$ cat config.mk
export PLATFORM = sky130hd
export DESIGN_NAME = pwm_capture
export DESIGN_NICKNAME = d
export VERILOG_FILES = /design/src/rtl/pwm_capture.sv
export SDC_FILE = /design/constraint.sdc
export NUM_CORES = 1
export LEC_CHECK = 0
export BUFFER_PORTS_ARGS = -buffer_cell sky130_fd_sc_hd__buf_2
export CAP_MARGIN = 0
export CORE_ASPECT_RATIO = 0.6
export CORE_MARGIN = 1
export CORE_UTILIZATION = 55
export DETAILED_ROUTE_END_ITERATION = 10
export GPL_TIMING_DRIVEN = 0
export PLACE_DENSITY = 0.73
export SLEW_MARGIN = 5
export SYNTH_ARGS = -nofsm -noshare
export SYNTH_HDL_FRONTEND = slang
export SYNTH_SLANG_ARGS = --single-unit
$ cat constraint.sdc
create_clock -name clk -period 5.05 [get_ports clk]
set_clock_uncertainty 0.1 [all_clocks]
set_input_delay 1.01 -clock clk [delete_from_list [all_inputs] [get_ports clk]]
set_output_delay 1.01 -clock clk [all_outputs]
set_load 0.1 [all_outputs]
$ cat src/rtl/pwm_capture.sv
// rtl/pwm_capture.sv - PWM receiver: measures high time and period, divides to an 8-bit duty, flags a stuck line
module pwm_capture #(
    parameter int CNT_W = 16
) (
    input  logic             clk,
    input  logic             n_rst,
    input  logic             pwm_in,
    output logic [7:0]       duty,
    output logic [CNT_W-1:0] period,
    output logic             valid,
    output logic             stuck
);

    localparam logic [CNT_W-1:0] CNT_MAX = '1;

    typedef enum logic [2:0] {
        IDLE,
        ARMED,
        DIVIDE,
        DONE,
        TIMEOUT
    } state_t;

    state_t           state;
    state_t           state_nxt;
    logic             s1;
    logic             s2;
    logic             s3;
    logic             rise;
    logic [CNT_W-1:0] per_cnt;
    logic [CNT_W-1:0] high_cnt;
    logic [CNT_W-1:0] div_p;
    logic [CNT_W-1:0] rem;
    logic [7:0]       q;
    logic [2:0]       iter;
    logic             to_done;
    logic             timeout_hit;
    logic             load;
    logic [CNT_W:0]   rem_sh;
    logic             rem_ge;
    logic [CNT_W-1:0] rem_sub;

    assign rise        = s2 & ~s3;
    // to_done keeps a saturated per_cnt from re-firing the timeout until a new rise
    assign timeout_hit = (per_cnt == CNT_MAX) && !to_done;
    assign rem_sh      = {rem, 1'b0};
    assign rem_ge      = (rem_sh >= {1'b0, div_p});
    // true difference is below div_p, so the CNT_W-bit wrap-around result is exact
    assign rem_sub     = rem_sh[CNT_W-1:0] - div_p;

    always_comb begin
        state_nxt = state;
        load      = 1'b0;
        case (state)
            IDLE: begin
                if (rise) begin
                    state_nxt = ARMED;
                end else if (timeout_hit) begin
                    state_nxt = TIMEOUT;
                end
            end
            ARMED: begin
                if (rise) begin
                    load      = 1'b1;
                    state_nxt = DIVIDE;
                end else if (timeout_hit) begin
                    state_nxt = TIMEOUT;
                end
            end
            DIVIDE: begin
                if (iter == 3'd7) begin
                    state_nxt = DONE;
                end
            end
            DONE:    state_nxt = ARMED;
            TIMEOUT: state_nxt = IDLE;
            default: state_nxt = IDLE;
        endcase
    end

    always_ff @(posedge clk) begin
        if (!n_rst) begin
            state    <= IDLE;
            s1       <= 1'b0;
            s2       <= 1'b0;
            s3       <= 1'b0;
            per_cnt  <= '0;
            high_cnt <= '0;
            div_p    <= '0;
            rem      <= '0;
            q        <= '0;
            iter     <= '0;
            to_done  <= 1'b0;
            duty     <= '0;
            period   <= '0;
            valid    <= 1'b0;
            stuck    <= 1'b0;
        end else begin
            state <= state_nxt;
            s1    <= pwm_in;
            s2    <= s1;
            s3    <= s2;
            valid <= 1'b0;

            if (rise) begin
                per_cnt  <= {{(CNT_W-1){1'b0}}, 1'b1};
                high_cnt <= {{(CNT_W-1){1'b0}}, 1'b1};
            end else begin
                if (per_cnt != CNT_MAX) begin
                    per_cnt <= per_cnt + 1'b1;
                end
                if (s2 && (high_cnt != CNT_MAX)) begin
                    high_cnt <= high_cnt + 1'b1;
                end
            end

            if (state_nxt == TIMEOUT) begin
                to_done <= 1'b1;
            end else if (rise) begin
                to_done <= 1'b0;
            end

            if (load) begin
                div_p <= per_cnt;
                rem   <= high_cnt;
                q     <= '0;
                iter  <= '0;
            end else if (state == DIVIDE) begin
                rem  <= rem_ge ? rem_sub : rem_sh[CNT_W-1:0];
                q    <= {q[6:0], rem_ge};
                iter <= iter + 3'd1;
            end

            if (state == DONE) begin
                duty   <= q;
                period <= div_p;
                stuck  <= 1'b0;
                valid  <= 1'b1;
            end else if (state == TIMEOUT) begin
                duty   <= s2 ? 8'hFF : 8'h00;
                period <= '0;
                stuck  <= 1'b1;
                valid  <= 1'b1;
            end
        end
    end

endmodule

==> impl_metrics.json <==
{
  "status": "complete, no violations",
  "synth-xor-area-share": 0.0525,
  "synth-edff-count": 0,
  "drt_first_pass_iters": 5,
  "routedWlPerCell_microns": 17.4,
  "n_fill_cell": 813,
  "post_cts_buffers": 0,
  "synth_seq_area_share": 0.405,
  "gr-total-overflow": 0,
  "synth_commonest_cells": "dfxtp_1 (108), nand2_1 (101), nor2_1 (74)",
  "detail-route-antenna-nets": 0,
  "cts_tree": "yes",
  "cp_slowest_stage_delay_ns": 0.44,
  "cp.arrival_ns": 2.85,
  "rows": 27,
  "grt_pass1_wl_mm": 23.3,
  "slew_violations": 0,
  "synthAdderAreaFrac": 0.0506,
  "synth_most_common_cell": "dfxtp_1",
  "endpoint_kind": "register",
  "yosysWarningCount": 0,
  "die_x_microns": 129,
  "grt_pass1_vias": 4575,
  "maxCapViolations": 0,
  "insertion_delay_ns": 0.36,
  "path_class": "register to register",
  "worstPathMaxFanout": 10,
  "drc": 0,
  "gp_congestion": 0.924,
  "dieArea_sq_um": 10100,
  "chipHeight_microns": 78.3,
  "antenna_found_initial": 0,
  "cts_buffer_depth": 2,
  "worst-path-buf-inv": 2,
  "clock_sinks": 108,
  "grt_setup_unrepaired": "false",
  "ys_ff_latch": 108,
  "synth_compound_area_frac": 0.186,
  "grt_max_degree": 20,
  "h-tree-depth": 3,
  "syn-num-nets": 683,
  "worst_path_max_delay_cell": "dfxtp_1",
  "synth_top_family_by_area": "simple AND/OR/NAND/NOR gates",
  "routed_wl_mm": 14.5,
  "hpwlAfterDp_mm": 10.9,
  "synth_mux_area_frac": 0.0131,
  "cts-root-buf": "clkbuf_16",
  "antenna_cells": 0,
  "nets": 722,
  "ys.flop_type": "dfxtp_1",
  "yosys.cell_types.count": 59,
  "start_util": 0.574,
  "ios": 29,
  "fmax_ghz": 0.365,
  "synth_area_sq_um": 5340,
  "fin_tns_setup_ns": 0,
  "worst_pin_slew_ns": 0.656,
  "coreArea_sq_um": 9290,
  "relSlewSlack": 0.562,
  "timing.final.hold_violations": 0,
  "synth-simple-area-share": 0.244,
  "clk_pin_slew_ns": 0.07,
  "critPathLaunchType": "register",
  "powerDensity_nw_per_um2": 277,
  "synthTopCellsByArea": "dfxtp_1 (41%), nand2_1 (7.1%), nor2_1 (5.2%), a21oi_1 (4.9%), ha_1 (4.7%)",
  "numCtsBuffers": 9,
  "vias_per_cell": 6.04,
  "syn_avg_cell_area_sq_um": 8.10,
  "grt_use_total": 0.301,
  "vias": 5034,
  "required_ns": 5.17,
  "hold_buffers": 0,
  "hp-class": "register to register",
  "fin_util": 0.640,
  "cpLargestDelayFamily": "compound AO/OA/AOI/OAI gates",
  "syn_inst": 659,
  "crit_chain": "inv_1, ha_1, nor2b_1, o2111ai_1, a21oi_2, o31ai_4, buf_6, mux2i_1, o22ai_1",
  "io_buffers": 28,
  "ir_drop_mv": 0.177,
  "setup_violations": 0,
  "yosys.area.top_type_share": 0.405,
  "async_flop_share": 0,
  "drtIter0Drc": 432,
  "area_growth_pct": 11.5,
  "period_minus_slack_ns": 2.74,
  "power.leakage_nw": 2.22,
  "drive_above_1_share": 0.0910,
  "cts.repair.resized": 0,
  "yosysTopAreaCell": "dfxtp_1",
  "period_share": 0.542
}
[final cells by class]
cell class,instances,area (sq um),area share
Sequential cell,108,2160,0.363
Clock inverter,6,80.1,0.0135
Tap cell,130,163,0.0273
Buffer,38,173,0.0290
Timing Repair Buffer,28,140,0.0236
Clock buffer,10,229,0.0385
Inverter,24,90.1,0.0151
Multi-Input combinational cell,489,2910,0.489
[metrics by stage]
step | setup WS [ns] | power [mW] | instance area [sq um] | std cells | hold WS (ns)
final | 2.31 | 1.65 | 5950 | 833 | 0.337
after global routing | 2.15 | 1.69 | 5950 | 833 | 0.372
after CTS | 2.36 | 1.65 | 5950 | 833 | 0.340
after detailed placement | 2.26 | 0.927 | 5640 | 817 | 0.322
after global placement | 2.31 | 0.925 | 5640 | 817 | 0.319
after floorplan | 2.78 | 0.911 | 5340 | 659 | 0.312
[placed cells by master, fill, tap and decap left out, drive strengths merged, types with 2 or more instances in the layout]
cell type / netlist / routed
nand2b: 2 / 2
and3: 14 / 14
a31oi: 9 / 9
o21a: 5 / 5
buf: 12 / 40
o2111ai: 4 / 4
xor2: 16 / 16
xnor2: 16 / 16
ha: 20 / 20
a221oi: 8 / 8
nor2b: 4 / 4
nand2: 103 / 103
or2: 2 / 2
o21ai: 14 / 14
o311ai: 6 / 6
a22oi: 18 / 18
a211oi: 7 / 7
mux2i: 7 / 7
dfxtp: 108 / 108
nand4: 11 / 11
o22ai: 4 / 4
a21o: 3 / 3
and2: 7 / 7
nor4: 6 / 6
inv: 24 / 27
nor3: 9 / 9
and4: 6 / 6
nand3: 30 / 30
a21oi: 54 / 54
nor2: 74 / 74
or3: 10 / 10
clkbuf: 26 / 36
o31ai: 7 / 7
[registers in the layout, indices dropped and copies added, names as in the netlist, 3 cells and up]
name / flops
q: 8
duty: 8
period: 16
high_cnt: 16
div_p: 16
iter: 3
rem: 16
state: 3
per_cnt: 16
[worst paths after layout]
path                          from             endpoint  slack (ns)  depth (start not counted)
max          div_p[1]$_SDFFE_PN0P_  rem[5]$_SDFFE_PN0P_        2.31                          9
min                  s1$_SDFF_PN0_        s2$_SDFF_PN0_        0.34                          1
max reg2reg  div_p[1]$_SDFFE_PN0P_  rem[5]$_SDFFE_PN0P_        2.31                          9
min reg2reg          s1$_SDFF_PN0_        s2$_SDFF_PN0_        0.34                          1
[logic make-up after synthesis]
group,count (synthesis)
AO/OA/AOI/OAI,148
XOR/XNOR,32
adder cells (fa/ha/maj),21
buffers and inverters,62
flip-flops,108
multiplexers,7
AND/OR/NAND/NOR,281
[where the power goes]
group	internal, mW	total (mW)	leakage [nW]	switching [mW]
Combinational	0.0122	0.0465	1.20	0.0343
Sequential	0.855	0.861	0.871	0.00586
Clock	0.395	0.739	0.147	0.344
[per-layer routing]
| layer | wire [microns] | part of all wire | GRT usage | vias up |
|---|---|---|---|---|
| met5 | 0 | 0 | 0 | - |
| met4 | 213 | 0.015 | 0.0871 | 0 |
| met3 | 1220 | 0.084 | 0.0613 | 18 |
| met2 | 6230 | 0.43 | 0.460 | 211 |
| met1 | 6820 | 0.47 | 0.426 | 2396 |
| li1 | - | - | - | 2409 |
No activity file was read; power rests on OpenSTA's default activity.
